### config.mk
export PLATFORM = sky130hd
export DESIGN_NAME = mips_mc_control
export DESIGN_NICKNAME = d
export VERILOG_FILES = /design/src/rtl/mips_mc_control.sv
export SDC_FILE = /design/constraint.sdc
export NUM_CORES = 1
export LEC_CHECK = 0
export BUFFER_PORTS_ARGS = -buffer_cell sky130_fd_sc_hd__buf_2
export CELL_PAD_IN_SITES_DETAIL_PLACEMENT = 1
export CELL_PAD_IN_SITES_GLOBAL_PLACEMENT = 2
export CORE_MARGIN = 3
export CORE_UTILIZATION = 18
export DETAILED_ROUTE_END_ITERATION = 6
export HOLD_SLACK_MARGIN = 0.08
export PLACE_DENSITY = 0.69
export SLEW_MARGIN = 30
export SYNTH_ARGS = -nofsm -noshare
export SYNTH_HDL_FRONTEND = slang
export SYNTH_SLANG_ARGS = --single-unit
### constraint.sdc
create_clock -name clk -period 1.32 [get_ports clk]
set_input_delay 0.132 -clock clk [delete_from_list [all_inputs] [get_ports clk]]
set_output_delay 0.132 -clock clk [all_outputs]
set_load 0.01 [all_outputs]
### src/rtl/mips_mc_control.sv
// Multicycle MIPS main control FSM: Moore decode of state, stalls on memReady for every memory access.
// Optional add-immediate support is built when MC_CTRL_ADDI_EN is defined.
module mips_mc_control #(
  parameter logic [5:0] OP_RTYPE = 6'd0,
  parameter logic [5:0] OP_LW    = 6'd35,
  parameter logic [5:0] OP_SW    = 6'd43,
  parameter logic [5:0] OP_BEQ   = 6'd4,
  parameter logic [5:0] OP_J     = 6'd2,
  parameter logic [5:0] OP_ADDI  = 6'd8
) (
  input  logic       clk,
  input  logic       rst,
  input  logic [5:0] opCode,
  input  logic       memReady,
  output logic       PCWrite,
  output logic       PCWriteCond,
  output logic       IorD,
  output logic       MemRead,
  output logic       MemWrite,
  output logic       MemtoReg,
  output logic       IRWrite,
  output logic [1:0] PCSource,
  output logic [1:0] ALUOp,
  output logic       ALUSrcA,
  output logic [1:0] ALUSrcB,
  output logic       RegWrite,
  output logic       RegDst,
  output logic [3:0] state,
  output logic       illegalOp
);

  typedef enum logic [3:0] {
    S_FETCH     = 4'd0,
    S_DECODE    = 4'd1,
    S_MEMADR    = 4'd2,
    S_MEMREAD   = 4'd3,
    S_MEMWB     = 4'd4,
    S_MEMWRITE  = 4'd5,
    S_EXEC      = 4'd6,
    S_RCOMPL    = 4'd7,
    S_BRANCH    = 4'd8,
    S_JUMP      = 4'd9,
    S_ADDI_EXEC = 4'd10,
    S_ADDI_WB   = 4'd11
  } state_t;

  state_t r_state;
  state_t w_next;
  logic   r_illegal;
  logic   w_illegal_nxt;

  always_ff @(posedge clk or posedge rst) begin
    if (rst) begin
      r_state   <= S_FETCH;
      r_illegal <= 1'b0;
    end else begin
      r_state   <= w_next;
      r_illegal <= w_illegal_nxt;
    end
  end

  assign state     = r_state;
  assign illegalOp = r_illegal;

  always_comb begin
    w_next        = S_FETCH;
    w_illegal_nxt = 1'b0;
    PCWrite       = 1'b0;
    PCWriteCond   = 1'b0;
    IorD          = 1'b0;
    MemRead       = 1'b0;
    MemWrite      = 1'b0;
    MemtoReg      = 1'b0;
    IRWrite       = 1'b0;
    PCSource      = 2'b00;
    ALUOp         = 2'b00;
    ALUSrcA       = 1'b0;
    ALUSrcB       = 2'b00;
    RegWrite      = 1'b0;
    RegDst        = 1'b0;
    case (r_state)
      S_FETCH: begin
        MemRead = 1'b1;
        ALUSrcB = 2'b01;
        IRWrite = memReady;
        PCWrite = memReady;
        w_next  = memReady ? S_DECODE : S_FETCH;
      end
      S_DECODE: begin
        ALUSrcB = 2'b11;
        case (opCode)
          OP_LW, OP_SW: w_next = S_MEMADR;
          OP_RTYPE:     w_next = S_EXEC;
          OP_BEQ:       w_next = S_BRANCH;
          OP_J:         w_next = S_JUMP;
`ifdef MC_CTRL_ADDI_EN
          OP_ADDI:      w_next = S_ADDI_EXEC;
`else
          OP_ADDI:      w_illegal_nxt = 1'b1;
`endif
          default:      w_illegal_nxt = 1'b1;
        endcase
      end
      S_MEMADR: begin
        ALUSrcA = 1'b1;
        ALUSrcB = 2'b10;
        w_next  = (opCode == OP_LW) ? S_MEMREAD : S_MEMWRITE;
      end
      S_MEMREAD: begin
        MemRead = 1'b1;
        IorD    = 1'b1;
        w_next  = memReady ? S_MEMWB : S_MEMREAD;
      end
      S_MEMWB: begin
        RegWrite = 1'b1;
        MemtoReg = 1'b1;
      end
      S_MEMWRITE: begin
        MemWrite = 1'b1;
        IorD     = 1'b1;
        w_next   = memReady ? S_FETCH : S_MEMWRITE;
      end
      S_EXEC: begin
        ALUSrcA = 1'b1;
        ALUOp   = 2'b10;
        w_next  = S_RCOMPL;
      end
      S_RCOMPL: begin
        RegDst   = 1'b1;
        RegWrite = 1'b1;
      end
      S_BRANCH: begin
        ALUSrcA     = 1'b1;
        ALUOp       = 2'b01;
        PCWriteCond = 1'b1;
        PCSource    = 2'b01;
      end
      S_JUMP: begin
        PCWrite  = 1'b1;
        PCSource = 2'b10;
      end
`ifdef MC_CTRL_ADDI_EN
      S_ADDI_EXEC: begin
        ALUSrcA = 1'b1;
        ALUSrcB = 2'b10;
        w_next  = S_ADDI_WB;
      end
      S_ADDI_WB: begin
        RegWrite = 1'b1;
      end
`endif
      // Unused encodings fall back to FETCH with every strobe low.
      default: ;
    endcase
  end

endmodule

==> results by stage <==
Status:
- The run finished, with violations left.
- The final reports fail on setup timing.

Final layout:
- The number of nets in the final layout is 129.
- In the final layout, the multi-input gates occupy 403 um^2.
- The final core utilization is 38.3%.
- The layout cell share with drive strength beyond 1 is 58.8%.
- The number of filler cells placed in the layout is 319.
- 0 antenna diodes ended up in the layout.
- The area added between synthesis and finish is 96.7%.
- The sequential cells in the finished layout cover a total of 128 um^2.

Route:
- The detailed-routing iteration count for the pre-antenna-repair pass is 4.
- The detailed-route DRC error count is 0.
- The final layout contains routed wiring with a total length of 1.87 mm.
- The average detailed-routed wire length per instance is 12.6 um.
- Dividing the detail-routed via count by the number of cells gives 4.66.
- The number of design-rule violations left by the first detailed-router iteration is 20.
- The detail route stage leaves a number of antenna-violating nets equal to 0.
- The via count of the routed design is 694.

STA:
- The worst pin sits at a relative slew slack of 64.4%.
- The final count of hold timing violations came to 0.
- The number of max-slew violations in the final report came to 0.
- Clock skew on the completed layout was measured at 0.000356 ns.
- Setup repair after global routing could not meet its margin everywhere.
- The setup TNS after final layout is -2.42 ns.
- For the pin with the worst max-slew slack, the measured transition is 0.530 ns.
- The post-route worst hold slack is 0.156 ns.
- The post-layout minimum cycle time is 1.50 ns.
- The final period utilization is 113%.
- After layout, the worst setup slack is -0.177 ns.
- Based on the critical path, the design can be clocked at up to 668 MHz.
- Setup violations remaining at the end of the flow were counted as 20.

Synth:
- The number of flops mapped to enable cells by yosys is 0.
- The part of the Yosys area used for sequential elements is 25.3%.
- Yosys printed 0 warnings.
- The fraction of registers with async set/reset is 100%.
- Counting every instance in the synthesized netlist gives 70.
- The number of flip-flops and latches in the synthesized netlist is 5.
- The combined area of all synthesized cells is 495 um^2.
- The mean post-synth cell area is 7.08 um^2.
- The number of nets handed over by synthesis was 79.
- The most frequently used flop master after synthesis is dfrtp_1.
- The number of different library cells in the post-synthesis netlist is 27.

CTS:
- The TritonCTS clock tree is done.
- The number of sinks driven by the clock tree is 5.
- In this run, CTS created clock tree buffers numbering 3.
- In this run the number of H-tree levels came out at 1.
- Clock tree synthesis selected as its root buffer the cell clkbuf_4.
- The clock reaches the later pin of the worst-skew pair after 0.24 ns.
- No sink is reached through more buffers than the 2 on the longest clock path.
- Clock-pin slew was measured on the worst setup and hold paths at 0.04 ns.

Pwr:
- Dividing total power by cell area gives a power density of 666 mW/mm^2.
- The analysis attributes to cell leakage a power of 0.490 nW.
- The worst vdd rail ir drop is 0.000244 V.

Global route:
- The first-pass GRT wire length is 2.97 mm.
- Global routing consumed, over all layers together, 10.9% of the routing resources.
- Entering global routing, the biggest net connects 10 pins.
- The via count of the first global-routing pass came to 695.
- The total congestion overflow after global routing is 0.
- The initial antenna violation count came to 0.

Hold path:
- The path class of the lowest-slack min-delay path is in2reg.

Critical path:
- STA classifies the critical path endpoint as a primary output.
- The count of buffering cells on the critical path with inverters included is 3.
- The slowest cell on the critical path is dfrtp_2.
- The kind of launch point of the worst setup path is a flop.
- The critical path in this run is classified as reg2out.
- Walking the worst path, the cells encountered are buf_6 > buf_6 > nand2b_4 > nor2_2 > nor2_1 > nor2_1 > buf_2.
- For this run, the slowest stage of the critical path takes 0.40 ns.
- The cell class contributing the biggest share of worst-path delay is flip-flops.
- STA puts the critical path data arrival time at 1.36 ns.
- Data on the critical path is required at its endpoint by 1.19 ns.
- The biggest fanout along the worst timing path is 6.

Floorplanning:
- In this run the vertical extent of the chip is 58.5 um.
- The initial standard-cell utilization of the core is 19.5%.
- The total die area is 0.00342 mm^2.
- The top-level port count is 30.
- The standard-cell row count is 18.
- The core footprint is 0.00254 mm^2.
- The width of the die is 58.5 um.

Run:
- The tool flagged a number of max-cap violations equal to 0.

Placed design:
- Prior to clock tree synthesis, the placed netlist has a worst setup slack of -0.0609 ns.
- The final weighted congestion of routability-driven global placement is 0.744.
- Once detailed placement completed, the half-perimeter wirelength came to 1.32 mm.
- The count of input and output buffers is 29.
[cells in the final DEF, fill, tap and decap left out, types with 2 or more instances in the layout]
master and instances:
xnor2_1 2, clkbuf_4 3, a21oi_1 2, nor3_2 4, buf_4 10, nand3_1 3, buf_2 29, nor3_4 2
buf_6 9, dfrtp_1 3, nor2_1 8, dfrtp_2 2, nand2_1 9, or4_1 2, nor3_1 6
[logic make-up (layout without fill, tap and decap cells)]
kind of cell	after synthesis	count (layout)	synth area share, %
AO/OA/AOI/OAI	9	9	12.6
flip-flops	5	5	25.3
XOR/XNOR	4	4	7.07
AND/OR/NAND/NOR	43	43	46.7
buffers and inverters	9	58	8.33
[area by class of cell]
class	instances	share of cell area, %
Clock buffer	4	2.70
Sequential cell	5	13.1
Multi-Input combinational cell	56	41.3
Inverter	3	1.41
Tap cell	30	3.85
Timing Repair Buffer	51	37.6
[metal layers]
| metal | vias up | global-route usage, % | wire [um] |
|---|---|---|---|
| met5 | - | 0 | 0 |
| met4 | 0 | 5.96 | 19 |
| met3 | 2 | 0.219 | 104 |
| met2 | 24 | 19.5 | 984 |
| met1 | 323 | 13.2 | 763 |
| li1 | 345 | - | - |
[cell usage after synthesis, types with 2 or more instances]
cell | number | share of area [%]
nor3_1 | 11 | 11
nand2_1 | 9 | 6.8
nor2_1 | 9 | 6.8
dfrtp_1 | 5 | 25
clkbuf_1 | 4 | 3.0
inv_1 | 3 | 2.3
nand3_1 | 3 | 3.0
xnor2_1 | 3 | 5.3
a21oi_1 | 2 | 2.0
buf_4 | 2 | 3.0
nand2b_1 | 2 | 2.5
or4_1 | 2 | 3.0
[where the power goes]
group	total, W	internal [W]	leakage, nW	switching, W
clock	0.000171	0.000114	0.0150	0.0000570
sequential	0.000176	0.000167	0.0634	0.00000949
combinational	0.000302	0.000152	0.411	0.000150
total	0.000649	0.000432	0.490	0.000217
[worst reg2reg max path: stages, from the launching register on]
cell     delay (ns)
dfrtp_1        0.39
buf_6          0.13
or4b_4         0.52
nor3_4         0.16
nand2_1        0.07
o22ai_1        0.14
[final timing paths]
check                      startpoint         to  slack [ns]  cells past startpoint
max reg2reg                  state[1]   state[2]       -0.17                      5
max                          state[2]    ALUSrcA       -0.18                      7
min                         opCode[4]   state[3]        0.16                      2
max in group asynchronous         rst   state[2]        0.81                      3
min reg2reg                  state[2]  illegalOp        0.60                      2
min in group asynchronous         rst  illegalOp        0.33                      3
[sequential cells by signal (all words and copies together) (netlist names)]
signal / count
illegalOp: 1
state: 4
[metrics by stage]
| step | instance area (um^2) | instances | power (W) |
|---|---|---|---|
| 2_1_floorplan | 509 | 70 | 0.000302 |
| 6_report | 975 | 149 | 0.000649 |
| 3_3_place_gp | 751 | 135 | 0.000409 |
| 5_1_grt | 975 | 149 | 0.000697 |
| 4_1_cts | 891 | 146 | 0.000628 |
| 3_5_place_dp | 751 | 135 | 0.000415 |
[what timing repair did]
| item | 4_1_cts | 5_1_grt |
|---|---|---|
| endpoints found under the setup margin | 18 | 20 |
| setup buffers | 6 | 3 |
| hold buffers | 1 | 0 |
| hold endpoints to repair | 5 | 0 |
| pin swaps | 3 | 10 |
| gates resized for setup | 15 | 11 |
Note: power is estimated with default switching activity, not from simulation.
